**config.mk**
```make
export PLATFORM = sky130hd
export DESIGN_NAME = kanade32_mem_arbiter_flat
export DESIGN_NICKNAME = d
export VERILOG_FILES = /design/src/rtl/kanade32_mem_arbiter_if.sv /design/src/rtl/kanade32_mem_arbiter.sv /design/src/flat_wrapper.sv
export SDC_FILE = /design/constraint.sdc
export NUM_CORES = 1
export LEC_CHECK = 0
export ABC_AREA = 1
export BUFFER_PORTS_ARGS = -buffer_cell sky130_fd_sc_hd__buf_2
export CORE_AREA = 2 2 129 131
export DETAILED_ROUTE_END_ITERATION = 10
export DIE_AREA = 0 0 131 133
export PLACE_DENSITY = 0.72
export SYNTH_ARGS = -nofsm -noshare
export SYNTH_HDL_FRONTEND = slang
export SYNTH_SLANG_ARGS = --single-unit
```
**constraint.sdc**
```tcl
create_clock -name clk -period 1.5 [get_ports clk]
set_input_delay 0.15 -clock clk [delete_from_list [all_inputs] [get_ports clk]]
set_output_delay 0.15 -clock clk [all_outputs]
set_load 0.05 [all_outputs]
```
**src/rtl/kanade32_mem_arbiter_if.sv**
```systemverilog
// Requester-side bus of the KANADE32 main-memory arbiter.
// All three masters share one bundle. Per-port fields are packed side by side,
// with port i in slice i.
interface kanade32_mem_arbiter_if #(
  parameter int AW = 32,
  parameter int DW = 32
);
  logic [2:0]      req;
  logic [2:0]      we;
  logic [3*AW-1:0] addr;
  logic [3*DW-1:0] wdata;
  logic [2:0]      gnt;
  logic [2:0]      ack;
  logic [DW-1:0]   rdata;

  // The masters drive requests and observe the handshake.
  modport master (
    output req, we, addr, wdata,
    input  gnt, ack, rdata
  );

  // The arbiter observes requests and drives the handshake.
  modport slave (
    input  req, we, addr, wdata,
    output gnt, ack, rdata
  );
endinterface

```
**src/rtl/kanade32_mem_arbiter.sv**
```systemverilog
// KANADE32 main-memory arbiter.
// Three masters share the single-port memory: 0 = video fetch, 1 = CPU ifetch,
// 2 = CPU load/store. One transaction is in flight at a time.
// Video has fixed priority, but an anti-starvation counter forces one CPU grant
// after MAX_STARVE consecutive video wins while a CPU port waits. The two CPU
// ports alternate round-robin.
// Timing: a request sampled in IDLE gives gnt and mem_en one cycle later. ack
// follows MEM_LAT+1 cycles after gnt. Every output is registered.
module kanade32_mem_arbiter #(
  parameter int AW         = 32,
  parameter int DW         = 32,
  parameter int MEM_LAT    = 1,
  parameter int MAX_STARVE = 4
) (
  input  logic                 clk,
  input  logic                 reset,
  kanade32_mem_arbiter_if.slave bus,
  output logic                 mem_en,
  output logic                 mem_we,
  output logic [AW-1:0]        mem_addr,
  output logic [DW-1:0]        mem_wdata,
  input  logic [DW-1:0]        mem_rdata
);

  localparam int WW = $clog2(MEM_LAT + 1);
  localparam int SW = $clog2(MAX_STARVE + 1);
  localparam logic [WW-1:0] LAT_LAST   = WW'(MEM_LAT);
  localparam logic [SW-1:0] STARVE_MAX = SW'(MAX_STARVE);

  typedef enum logic [1:0] {
    IDLE   = 2'd0,
    ACCESS = 2'd1,
    RESP   = 2'd2
  } state_t;

  state_t          state_q, state_d;
  logic [WW-1:0]   wait_q, wait_d;      // cycles spent in ACCESS since mem_en
  logic [SW-1:0]   starve_q, starve_d;  // consecutive video wins over a waiting CPU
  logic            rr_q, rr_d;          // 0: port 1 preferred, 1: port 2 preferred
  logic [2:0]      win_q, win_d;        // one-hot owner of the current transaction
  logic            we_q, we_d;          // current transaction is a write
  logic [2:0]      gnt_q, gnt_d;
  logic [2:0]      ack_q, ack_d;
  logic            mem_en_q, mem_en_d;
  logic            mem_we_q, mem_we_d;
  logic [AW-1:0]   mem_addr_q, mem_addr_d;
  logic [DW-1:0]   mem_wdata_q, mem_wdata_d;
  logic [DW-1:0]   rdata_q, rdata_d;

  logic [1:0]      cpu_req;
  logic            video_masked;
  logic [1:0]      pick;
  logic [2:0]      pick_oh;
  logic [AW-1:0]   pick_addr;
  logic [DW-1:0]   pick_wdata;
  logic            pick_we;

  // Arbitration: choose this cycle's winner among the live requests.
  always_comb begin
    cpu_req      = bus.req[2:1];
    video_masked = (starve_q == STARVE_MAX) && (cpu_req != 2'b00);
    if (bus.req[0] && !video_masked) begin
      pick = 2'd0;
    end else if (!rr_q) begin
      pick = cpu_req[0] ? 2'd1 : 2'd2;
    end else begin
      pick = cpu_req[1] ? 2'd2 : 2'd1;
    end
    pick_oh    = 3'b001 << pick;
    pick_addr  = bus.addr[int'(pick)*AW +: AW];
    pick_wdata = bus.wdata[int'(pick)*DW +: DW];
    pick_we    = bus.we[pick];
  end

  // Next-state and next-output logic for the IDLE -> ACCESS -> RESP sequence.
  always_comb begin
    // NOTE: every signal gets a default before the case. A path that leaves
    // one unassigned would infer a latch.
    state_d     = state_q;
    wait_d      = wait_q;
    starve_d    = starve_q;
    rr_d        = rr_q;
    win_d       = win_q;
    we_d        = we_q;
    gnt_d       = 3'b000;
    ack_d       = 3'b000;
    mem_en_d    = 1'b0;
    mem_we_d    = 1'b0;
    mem_addr_d  = mem_addr_q;
    mem_wdata_d = mem_wdata_q;
    rdata_d     = rdata_q;

    unique case (state_q)
      IDLE: begin
        if (bus.req != 3'b000) begin
          win_d       = pick_oh;
          we_d        = pick_we;
          gnt_d       = pick_oh;
          mem_en_d    = 1'b1;
          mem_we_d    = pick_we;
          mem_addr_d  = pick_addr;
          mem_wdata_d = pick_wdata;
          wait_d      = '0;
          state_d     = ACCESS;
          if (pick == 2'd0) begin
            if ((cpu_req != 2'b00) && (starve_q != STARVE_MAX)) begin
              starve_d = starve_q + 1'b1;
            end
          end else begin
            starve_d = '0;
            rr_d     = (pick == 2'd1);
          end
        end
      end

      ACCESS: begin
        // mem_rdata is valid in the cycle where the counter reaches MEM_LAT.
        if (wait_q == LAT_LAST) begin
          ack_d   = win_q;
          state_d = RESP;
          if (!we_q) begin
            rdata_d = mem_rdata;
          end
        end else begin
          wait_d = wait_q + 1'b1;
        end
      end

      RESP: begin
        state_d = IDLE;
      end

      default: begin
        state_d = IDLE;
      end
    endcase
  end

  // State and output registers. A reset aborts any transaction in flight.
  always_ff @(posedge clk) begin
    // NOTE: sequential state uses non-blocking assignments only. Blocking
    // assignments here would create order-dependent simulation races.
    if (reset) begin
      state_q     <= IDLE;
      wait_q      <= '0;
      starve_q    <= '0;
      rr_q        <= 1'b0;
      win_q       <= 3'b000;
      we_q        <= 1'b0;
      gnt_q       <= 3'b000;
      ack_q       <= 3'b000;
      mem_en_q    <= 1'b0;
      mem_we_q    <= 1'b0;
      mem_addr_q  <= '0;
      mem_wdata_q <= '0;
      rdata_q     <= '0;
    end else begin
      state_q     <= state_d;
      wait_q      <= wait_d;
      starve_q    <= starve_d;
      rr_q        <= rr_d;
      win_q       <= win_d;
      we_q        <= we_d;
      gnt_q       <= gnt_d;
      ack_q       <= ack_d;
      mem_en_q    <= mem_en_d;
      mem_we_q    <= mem_we_d;
      mem_addr_q  <= mem_addr_d;
      mem_wdata_q <= mem_wdata_d;
      rdata_q     <= rdata_d;
    end
  end

  assign bus.gnt   = gnt_q;
  assign bus.ack   = ack_q;
  assign bus.rdata = rdata_q;
  assign mem_en    = mem_en_q;
  assign mem_we    = mem_we_q;
  assign mem_addr  = mem_addr_q;
  assign mem_wdata = mem_wdata_q;

endmodule
```
**src/flat_wrapper.sv**
```systemverilog
// flat-port wrapper written by rule: the top's interface ports become plain ports
module kanade32_mem_arbiter_flat 
#(
  parameter int AW         = 32,
  parameter int DW         = 32,
  parameter int MEM_LAT    = 1,
  parameter int MAX_STARVE = 4
)
  (clk, reset, mem_en, mem_we, mem_addr, mem_wdata, mem_rdata, bus_req, bus_we, bus_addr, bus_wdata, bus_gnt, bus_ack, bus_rdata);
  kanade32_mem_arbiter_if #(.AW(AW), .DW(DW)) bus_i ();
  input  logic clk;
  input  logic reset;
  output logic mem_en;
  output logic mem_we;
  output logic [AW-1:0] mem_addr;
  output logic [DW-1:0] mem_wdata;
  input  logic [DW-1:0] mem_rdata;
  input wire logic [$bits(bus_i.req)-1:0] bus_req;
  input wire logic [$bits(bus_i.we)-1:0] bus_we;
  input wire logic [$bits(bus_i.addr)-1:0] bus_addr;
  input wire logic [$bits(bus_i.wdata)-1:0] bus_wdata;
  output wire logic [$bits(bus_i.gnt)-1:0] bus_gnt;
  output wire logic [$bits(bus_i.ack)-1:0] bus_ack;
  output wire logic [$bits(bus_i.rdata)-1:0] bus_rdata;
  assign bus_i.req = bus_req;
  assign bus_i.we = bus_we;
  assign bus_i.addr = bus_addr;
  assign bus_i.wdata = bus_wdata;
  assign bus_gnt = bus_i.gnt;
  assign bus_ack = bus_i.ack;
  assign bus_rdata = bus_i.rdata;
  kanade32_mem_arbiter #(.AW(AW), .DW(DW), .MEM_LAT(MEM_LAT), .MAX_STARVE(MAX_STARVE)) u_core (.clk(clk), .reset(reset), .bus(bus_i), .mem_en(mem_en), .mem_we(mem_we), .mem_addr(mem_addr), .mem_wdata(mem_wdata), .mem_rdata(mem_rdata));
endmodule
```
Word level (Yosys, flattened, before mapping):

Cells that the tools add are included.

* output and inout bits: 104
* register bits after elaboration: 115

* eq/ne operators: 7
* bitwise logic cells: 6
* reductions and logical operators: 18
* mux-type cells: 15
* magnitude comparators: 1
* shifts and indexed selects: 3
* add/sub/neg operators: 2

Operators with widths (count)
* 96-bit by 8-bit variable part select with 32-bit output: 2
* 2-bit two-way mux: 6
* 3-bit AND reduction: 3
* 3-bit two-way mux: 2
* 1-bit inverter: 6
* 2-bit AND reduction: 3
* 3-bit OR reduction: 2
* 2-bit by 1-bit equality test with 1-bit output, second input constant: 2
* 2-bit logical NOT: 2
* 1-bit two-way mux: 4
* 2-bit by 1-bit != test with 1-bit output, second input constant: 2
* 2-bit case mux with 2 select lines: 1
* 2-bit nonzero test: 2
* 3-bit by 1-bit adder with 3-bit output, second input constant: 1
* 3-bit equality test, second input constant: 1
* 1-bit logical AND: 3
* 2-bit by 3-bit < comparator with 1-bit output, second input constant: 1
* 3-bit != test, second input constant: 1
* 3-bit nonzero test: 1
* 1-bit by 2-bit left shift with 3-bit output, first input constant: 1
* 1-bit binary-select mux with 2-bit select: 1
* 2-bit != test, second input constant: 1
* 1-bit case mux with 2 select lines: 1
* 2-bit OR reduction: 1
* 2 further kinds: 2

Longest topological paths before layout:

Gate-level depths: netlist of the first run.

* word-level depth: 8
* mapped depth: 13
* gate-level depth less buffers: 11

Worst setup path before layout of the first run:

No wires, ideal clock.

* path type: register to register
* start: reg u_core.starve_q[0]
* end: reg u_core.mem_addr_q[13] (netlist: u_core.mem_addr[13])
* buffers on the path: 2
* arrival time: 1328 ps
* required time: 1387 ps
* clock period less this slack: 1441 ps
* stages on the path, launching flop included: 13
* slack: 59 ps
* cell sequence: dfxtp_1 -> inv_1 -> ha_1 -> nand2_1 -> inv_2 -> nand2_4 -> nand2_4 -> buf_6 -> buf_4 -> o21ai_0 -> nand2_1 -> nand2_1 -> nand2_1

* word-level cells in the longest chain between the ends: 6

Ends and longest elaborated chain
* start: declaration: RTL line kanade32_mem_arbiter.sv:38 `logic [SW-1:0] starve_q, starve_d;`
* start signal: assignment: RTL line kanade32_mem_arbiter.sv:160 `starve_q <= starve_d;`
* 3-bit equality test: RTL line kanade32_mem_arbiter.sv:61 `video_masked = (starve_q == STARVE_MAX) && (cpu_req != 2'b00);`
* 1-bit logical AND: RTL line kanade32_mem_arbiter.sv:61
* 1-bit logical NOT: RTL line kanade32_mem_arbiter.sv:62 `if (bus.req[0] && !video_masked) begin`
* 1-bit logical AND: RTL line kanade32_mem_arbiter.sv:62
* 2-bit two-way mux: RTL line kanade32_mem_arbiter.sv:62
* 96-bit by 8-bit variable part select with 32-bit output: RTL line kanade32_mem_arbiter.sv:70 `pick_addr = bus.addr[int'(pick)*AW +: AW];`
* end signal: assignment: RTL line kanade32_mem_arbiter.sv:168 `mem_addr_q <= mem_addr_d;`
* end: declaration: RTL line kanade32_mem_arbiter.sv:46 `logic [AW-1:0] mem_addr_q, mem_addr_d;`

No other way between the ends.
A chain may end at the register's enable or synchronous reset.

Worst setup path after layout of the first run:

Same ends and word-level chain as after synthesis.

==> results of run 1 <==
==> kinds of logic (layout without fill, tap and decap cells) <==
| family | count (synthesis) | after routing | synth area share |
|---|---|---|---|
| simple gates | 552 | 555 | 0.3765 |
| buf+inv | 182 | 546 | 0.1401 |
| flops | 115 | 115 | 0.3877 |
| compound gates | 106 | 106 | 0.08997 |
| fa+ha+maj | 2 | 2 | 0.004213 |
| xor+xnor | 1 | 1 | 0.001475 |
| other cells | 0 | 1 | 0 |
==> timing repair <==
item,4_1_cts,5_1_grt
pin swaps,3,12
gates cloned,3,8
gates resized for setup,22,60
setup buffers,1,3
hold buffers,21,0
setup endpoints to repair,65,74
hold endpoints to repair,21,0
==> cell usage after synthesis <==
cell type    n  area, um^2
nand2_1    350        1314
dfxtp_1    115        2302
nor2_1     102       382.9
o21ai_0     99       495.5
nand3_1     92       460.4
inv_1       80       300.3
clkinv_1    38       142.6
buf_2       18       90.09
clkbuf_1    17       63.81
buf_4       15       112.6
buf_6        9       101.4
nand2_2      4       25.02
inv_2        3       11.26
nand2_4      3       33.78
o21ai_1      3       15.01
o22ai_1      3       18.77
ha_1         2       25.02
a21oi_1      1       5.000
buf_1        1       3.750
inv_4        1       6.260
nor2_8       1       20.02
xor2_1       1       8.760
==> per-stage QoR <==
stage / setup WS (ps) / cells / instance area, um^2 / hold WS (ps)
after floorplan: 58.74 / 958 / 5938 / 315.0
after global placement: -146.2 / 1478 / 7843 / 398.8
after detailed placement: -199.0 / 1478 / 7843 / 407.8
after CTS: -40.11 / 1534 / 8811 / 0.9123
after global routing: -121.2 / 1546 / 9169 / 9.565
final: -19.03 / 1546 / 9169 / 15.70
==> worst max-delay path: stages (launching register included) <==
cell	delay [ps]
dfxtp_2	320
inv_2	70
ha_4	130
nand2_2	50
inv_2	60
nand2_4	80
nand2_8	150
nand2_8	110
buf_12	170
nand2_2	70
nand2_2	60
nand2_1	70
nand2_1	50
==> per-layer routing <==
layer,track usage,share of wire,vias to the layer above
met5,0,0.00060,-
met4,0.08215,0.018,2
li1,-,-,3649
met1,0.2568,0.41,3160
met3,0.05823,0.070,30
met2,0.4136,0.50,288
==> layout make-up <==
cell class,count,share of cell area
repair buffers,393,0.2694
flip-flops and latches,115,0.2518
clock buffers,21,0.04913
inverters,122,0.05049
multi-input cells,664,0.3343
diodes,1,0.0002729
well taps,220,0.03002
clock inverters,10,0.01460
==> flip-flops by register name, summed over array words and instances (netlist names) <==
| signal | count |
|---|---|
| u_core.bus.gnt | 3 |
| u_core.rr_q | 1 |
| u_core.mem_we | 1 |
| u_core.starve_q | 3 |
| u_core.state_q | 2 |
| u_core.bus.rdata | 32 |
| u_core.mem_wdata | 32 |
| u_core.bus.ack | 3 |
| u_core.mem_en | 1 |
| u_core.we_q | 1 |
| u_core.mem_addr | 32 |
| u_core.win_q | 3 |
| u_core.wait_q | 1 |
==> final timing paths <==
path,startpoint,to,slack (ps),depth (start not counted)
worst min-delay path,bus_wdata[19],u_core.mem_wdata[19],20,5
worst max-delay path,u_core.starve_q[0],u_core.mem_addr[13],-20,12
worst max register to register,u_core.starve_q[0],u_core.mem_addr[13],-20,12
worst min register to register,u_core.win_q[1],u_core.bus.ack[1],430,2
==> power by group <==
group	total (mW)	internal, mW	switching (mW)
Combinational	4.65	1.39	3.26
Clock	4.04	2.63	1.41
Sequential	3.79	3.55	0.236
Total	12.5	7.57	4.91
==> results.py, run 1 <==
metrics = {
    "place": {
        "port_buffers": 335,
        "gp_congestion": 0.8241,
        "dp_hpwl_mm": 14.51,
    },
    "die": {
        "fp-row-count": 47,
        "die_h_um": 133,
        "core_mm2": 0.01617,
        "start_util": 0.3672,
        "die-area_mm2": 0.01742,
        "fp.dieW_um": 131,
        "ios": 336,
    },
    "route": {
        "wl_per_cell_um": 14.09,
        "via_per_inst": 4.611,
        "drt_pass1_iterations": 5,
        "drtIter0Drc": 314,
        "ant_nets": 0,
        "wl_mm": 21.78,
        "vias": 7129,
        "drc_errors": 0,
    },
    "layout": {
        "drive_gt1_frac": 0.3540,
        "nets": 1547,
        "register_area_mm2": 0.002308,
        "area_delta_synth_final_pct": 54.40,
        "final_cell_mix": "buf_2 (335), nand2_1 (327), dfxtp_1 (112)",
        "final_core_util": 0.5670,
        "multiInputGateArea_mm2": 0.003065,
        "fillers": 1569,
        "final_common_cell": "buf_2",
    },
    "sta": {
        "slew_headroom": 0.6859,
        "finalWorstSetupSlack_ps": -19.03,
        "finalSetupViolations": 13,
        "rsz0062_at_grt": "true",
        "tightest_slew_ps": 470.1,
        "fin_setup_tns_ps": -116.7,
        "min_period_ps": 1519,
        "fmax_ghz": 0.6583,
        "drv_slew": 0,
        "finalCritPeriodShare": 1.013,
        "hold_viol_final": 0,
        "fin_skew_ps": 12.43,
    },
    "setup_path": {
        "critPathMaxFanout": 21,
        "required_ps": 1810,
        "arrival_ps": 1830,
        "end_kind": "flip-flop",
        "start_kind": "flip-flop",
        "path_class": "flip-flop to flip-flop",
    },
    "yosys": {
        "seq_area_frac_synth": 0.3877,
        "syn_nets": 1192,
        "ys.warnings.count": 0,
        "syn_avg_cell_area_um2": 6.199,
        "netlist_area_mm2": 0.005938,
        "synthCells": 958,
        "synth-seq-cells": 115,
        "synthDistinctLibCells": 22,
    },
    "hold_path": {
        "hold_path.class": "input port to flip-flop",
    },
    "power": {
        "power_density_mw_per_mm2": 1361,
        "ir_worst_vdd_mv": 0.8935,
        "p_total_mw": 12.48,
        "p_leak_nw": 5.125,
    },
    "status": {
        "status": "finished, violations left",
        "violations": "setup timing",
    },
    "clock_tree": {
        "clk_pin_slew_ps": 60,
        "cts-htree-levels": 4,
        "cts_buffers": 17,
        "clock_path_buffers": 2,
        "cts_sinks": 115,
        "cts_root_buf": "clkbuf_16",
        "clock_latency_ps": 420,
        "tritoncts": "built",
    },
    "global_routing": {
        "globalRouteTotalUtil": 0.2293,
        "grt_remaining_overflow": 0,
        "grt_max_degree": 46,
        "grt_pass1_wl_mm": 30.75,
        "first_global_vias": 6321,
        "antenna_found_initial": 2,
    },
    "run": {
        "cap_violations": 0,
    },
}
No activity file was read; power rests on OpenSTA's default activity.
==> inputs of run 2 (changes only) <==
CORE_AREA = 2 2 131 133   (was 2 2 129 131)
CTS_BUF_LIST = sky130_fd_sc_hd__clkbuf_4   (was not set)
DIE_AREA = 0 0 133 135   (was 0 0 131 133)
PLACE_DENSITY = 0.7   (was 0.72)
==> results.py, run 2 (synthesis results as in run 1) <==
metrics = {
    "status": {
        "status": "finished, violations left",
        "violations": "setup timing",
    },
    "setup_path": {
        "cp_slowest_cell": "o21ai_0",
        "crit_family": "compound AO/OA/AOI/OAI gates",
        "cp_common_cell": "nand2_1",
        "endpoint": "u_core.mem_wdata[17]",
        "crit_chain": "nand2_1 > o21ai_4 > buf_12 > o21ai_0 > nand2_2 > nand2_1 > nand2_1",
        "critPathLaunch": "u_core.rr_q",
        "ff2ff_path_depth": 7,
        "end_kind": "flip-flop",
        "critPathMaxFanout": 53,
        "arrival_ps": 2370,
        "cp_num_buf_inv": 1,
        "reg2reg_to": "u_core.mem_wdata[17]",
        "path_class": "flip-flop to flip-flop",
        "rrSetupSlack_ps": -450,
        "worstReg2RegStart": "u_core.rr_q",
        "cp.depth": 7,
        "max_stage_delay_ps": 770,
        "required_ps": 1930,
        "start_kind": "flip-flop",
    },
    "clock_tree": {
        "clock_path_buffers": 2,
        "cts_sinks": 115,
        "clock_latency_ps": 520,
        "cts_root_buf": "clkbuf_4",
        "cts_buffers": 17,
        "clk_pin_slew_ps": 110,
        "cts-htree-levels": 4,
        "tritoncts": "built",
    },
    "place": {
        "port_buffers": 335,
        "placed_cell_area_mm2": 0.007820,
        "dp_hpwl_mm": 14.72,
        "placedCellCount": 1475,
        "gp_congestion": 0.8183,
    },
    "route": {
        "dr_wl_met3_mm": 4.131,
        "drc_errors": 0,
        "wl_per_cell_um": 18.82,
        "vias": 9223,
        "wl_mm": 33.11,
        "ant_nets": 0,
        "drt_pass1_iterations": 6,
        "wl_met1_mm": 11.51,
        "met2WireLength_mm": 14.73,
        "via_per_inst": 5.243,
        "topRoutingLayerUsed": "met4",
        "drtIter0Drc": 981,
    },
    "sta": {
        "finalWorstSetupSlack_ps": -445.8,
        "tightest_slew_ps": 924.9,
        "slew_headroom": 0.3769,
        "finalSetupViolations": 61,
        "fin_setup_tns_ps": -5537,
        "fin_skew_ps": 14.78,
        "finalCritPeriodShare": 1.297,
        "rsz0062_at_grt": "true",
        "hold_viol_final": 0,
        "drv_slew": 0,
        "fmax_ghz": 0.5139,
        "min_period_ps": 1946,
    },
    "die": {
        "start_util": 0.3619,
        "die-area_mm2": 0.01796,
        "ios": 336,
        "fp.dieW_um": 133,
        "die_h_um": 135,
        "fp-row-count": 47,
        "core_mm2": 0.01641,
    },
    "power": {
        "power_frac_seq": 0.328,
        "p_int_mw": 6.395,
        "p_switching_mw": 5.273,
        "p_clk_frac": 0.192,
        "p_leak_nw": 6.058,
        "p_total_mw": 11.67,
        "power_density_mw_per_mm2": 1019,
        "ir_worst_vdd_mv": 0.6063,
        "combinationalPowerShare": 0.480,
        "switching_share": 0.4519,
    },
    "global_routing": {
        "grt_max_degree": 58,
        "grt_remaining_overflow": 0,
        "globalRouteTotalUtil": 0.2984,
        "grt_pass1_wl_mm": 42.53,
        "antenna_found_initial": 3,
        "first_global_vias": 8473,
    },
    "layout": {
        "final_cell_mix": "buf_2 (335), nand2_1 (257), dlygate4sd3_1 (225)",
        "area_delta_synth_final_pct": 92.79,
        "final_common_cell": "buf_2",
        "nets": 1758,
        "final_cell_count_no_fill": 1759,
        "drive_gt1_frac": 0.3578,
        "final_core_util": 0.6978,
        "final_area_mm2": 0.01145,
    },
    "hold_path": {
        "hold_path.class": "input port to flip-flop",
    },
    "run": {
        "cap_violations": 0,
    },
}
-- run 2: layout make-up --
class	count	area (um^2)
Clock buffer	18	135.1
Inverter	122	462.9
Tap cell	220	275.3
Clock inverter	14	138.9
Antenna cell	2	5.005
Timing Repair Buffer	605	4728
Multi-Input combinational cell	663	3397
Fill cell	1111	4959
Sequential cell	115	2306
-- run 2: power by group through the flow --
stage,logic (mW),registers (mW),clock network (mW)
finish,5.60,3.83,2.24
CTS,4.83,3.78,2.31
detailed placement,4.27,3.85,0
global route,5.87,3.87,2.43
global placement,4.24,3.83,0
floorplan,1.53,5.35,0
-- run 2: per-layer routing --
metal  vias up  track usage
li1       4065            -
met1      4066       0.3366
met2       844       0.4968
met3       248      0.08971
met4         0       0.1846
met5         -            0
-- run 2: timing repair --
action                                  in CTS  in global routing
endpoints found under the setup margin      21                 74
hold endpoints to repair                    98                  0
setup buffers                                0                  5
resized for setup                            8                182
cloned                                       4                 16
pin swaps                                    1                 71
hold buffers                               225                  0
-- run 2: through the flow --
step / setup WS, ps / hold WS, ps
after detailed placement: -151.4 / 409.8
after floorplan: 58.74 / 315.0
after CTS: -69.13 / 13.48
final: -445.8 / 62.74
after global routing: -629.3 / 42.88
after global placement: -130.3 / 399.4
-- run 2: worst min path at each step --
stage,startpoint,to,slack [ps],cells past startpoint
finish,bus_we[2],u_core.mem_we,60,7
global route,bus_we[2],u_core.mem_we,40,7
CTS,bus_addr[2],u_core.mem_addr[2],10,5
detailed placement,mem_rdata[18],u_core.bus.rdata[18],410,3
global placement,mem_rdata[18],u_core.bus.rdata[18],400,3
floorplan,mem_rdata[0],u_core.bus.rdata[0],320,2
-- run 2: tightest hold or removal path, cell delays in order --
cell     delay (ps)
buf_2            70
inv_1            50
nand3_4          70
nand2_2          50
inv_1            60
nand2_2          60
inv_2            40
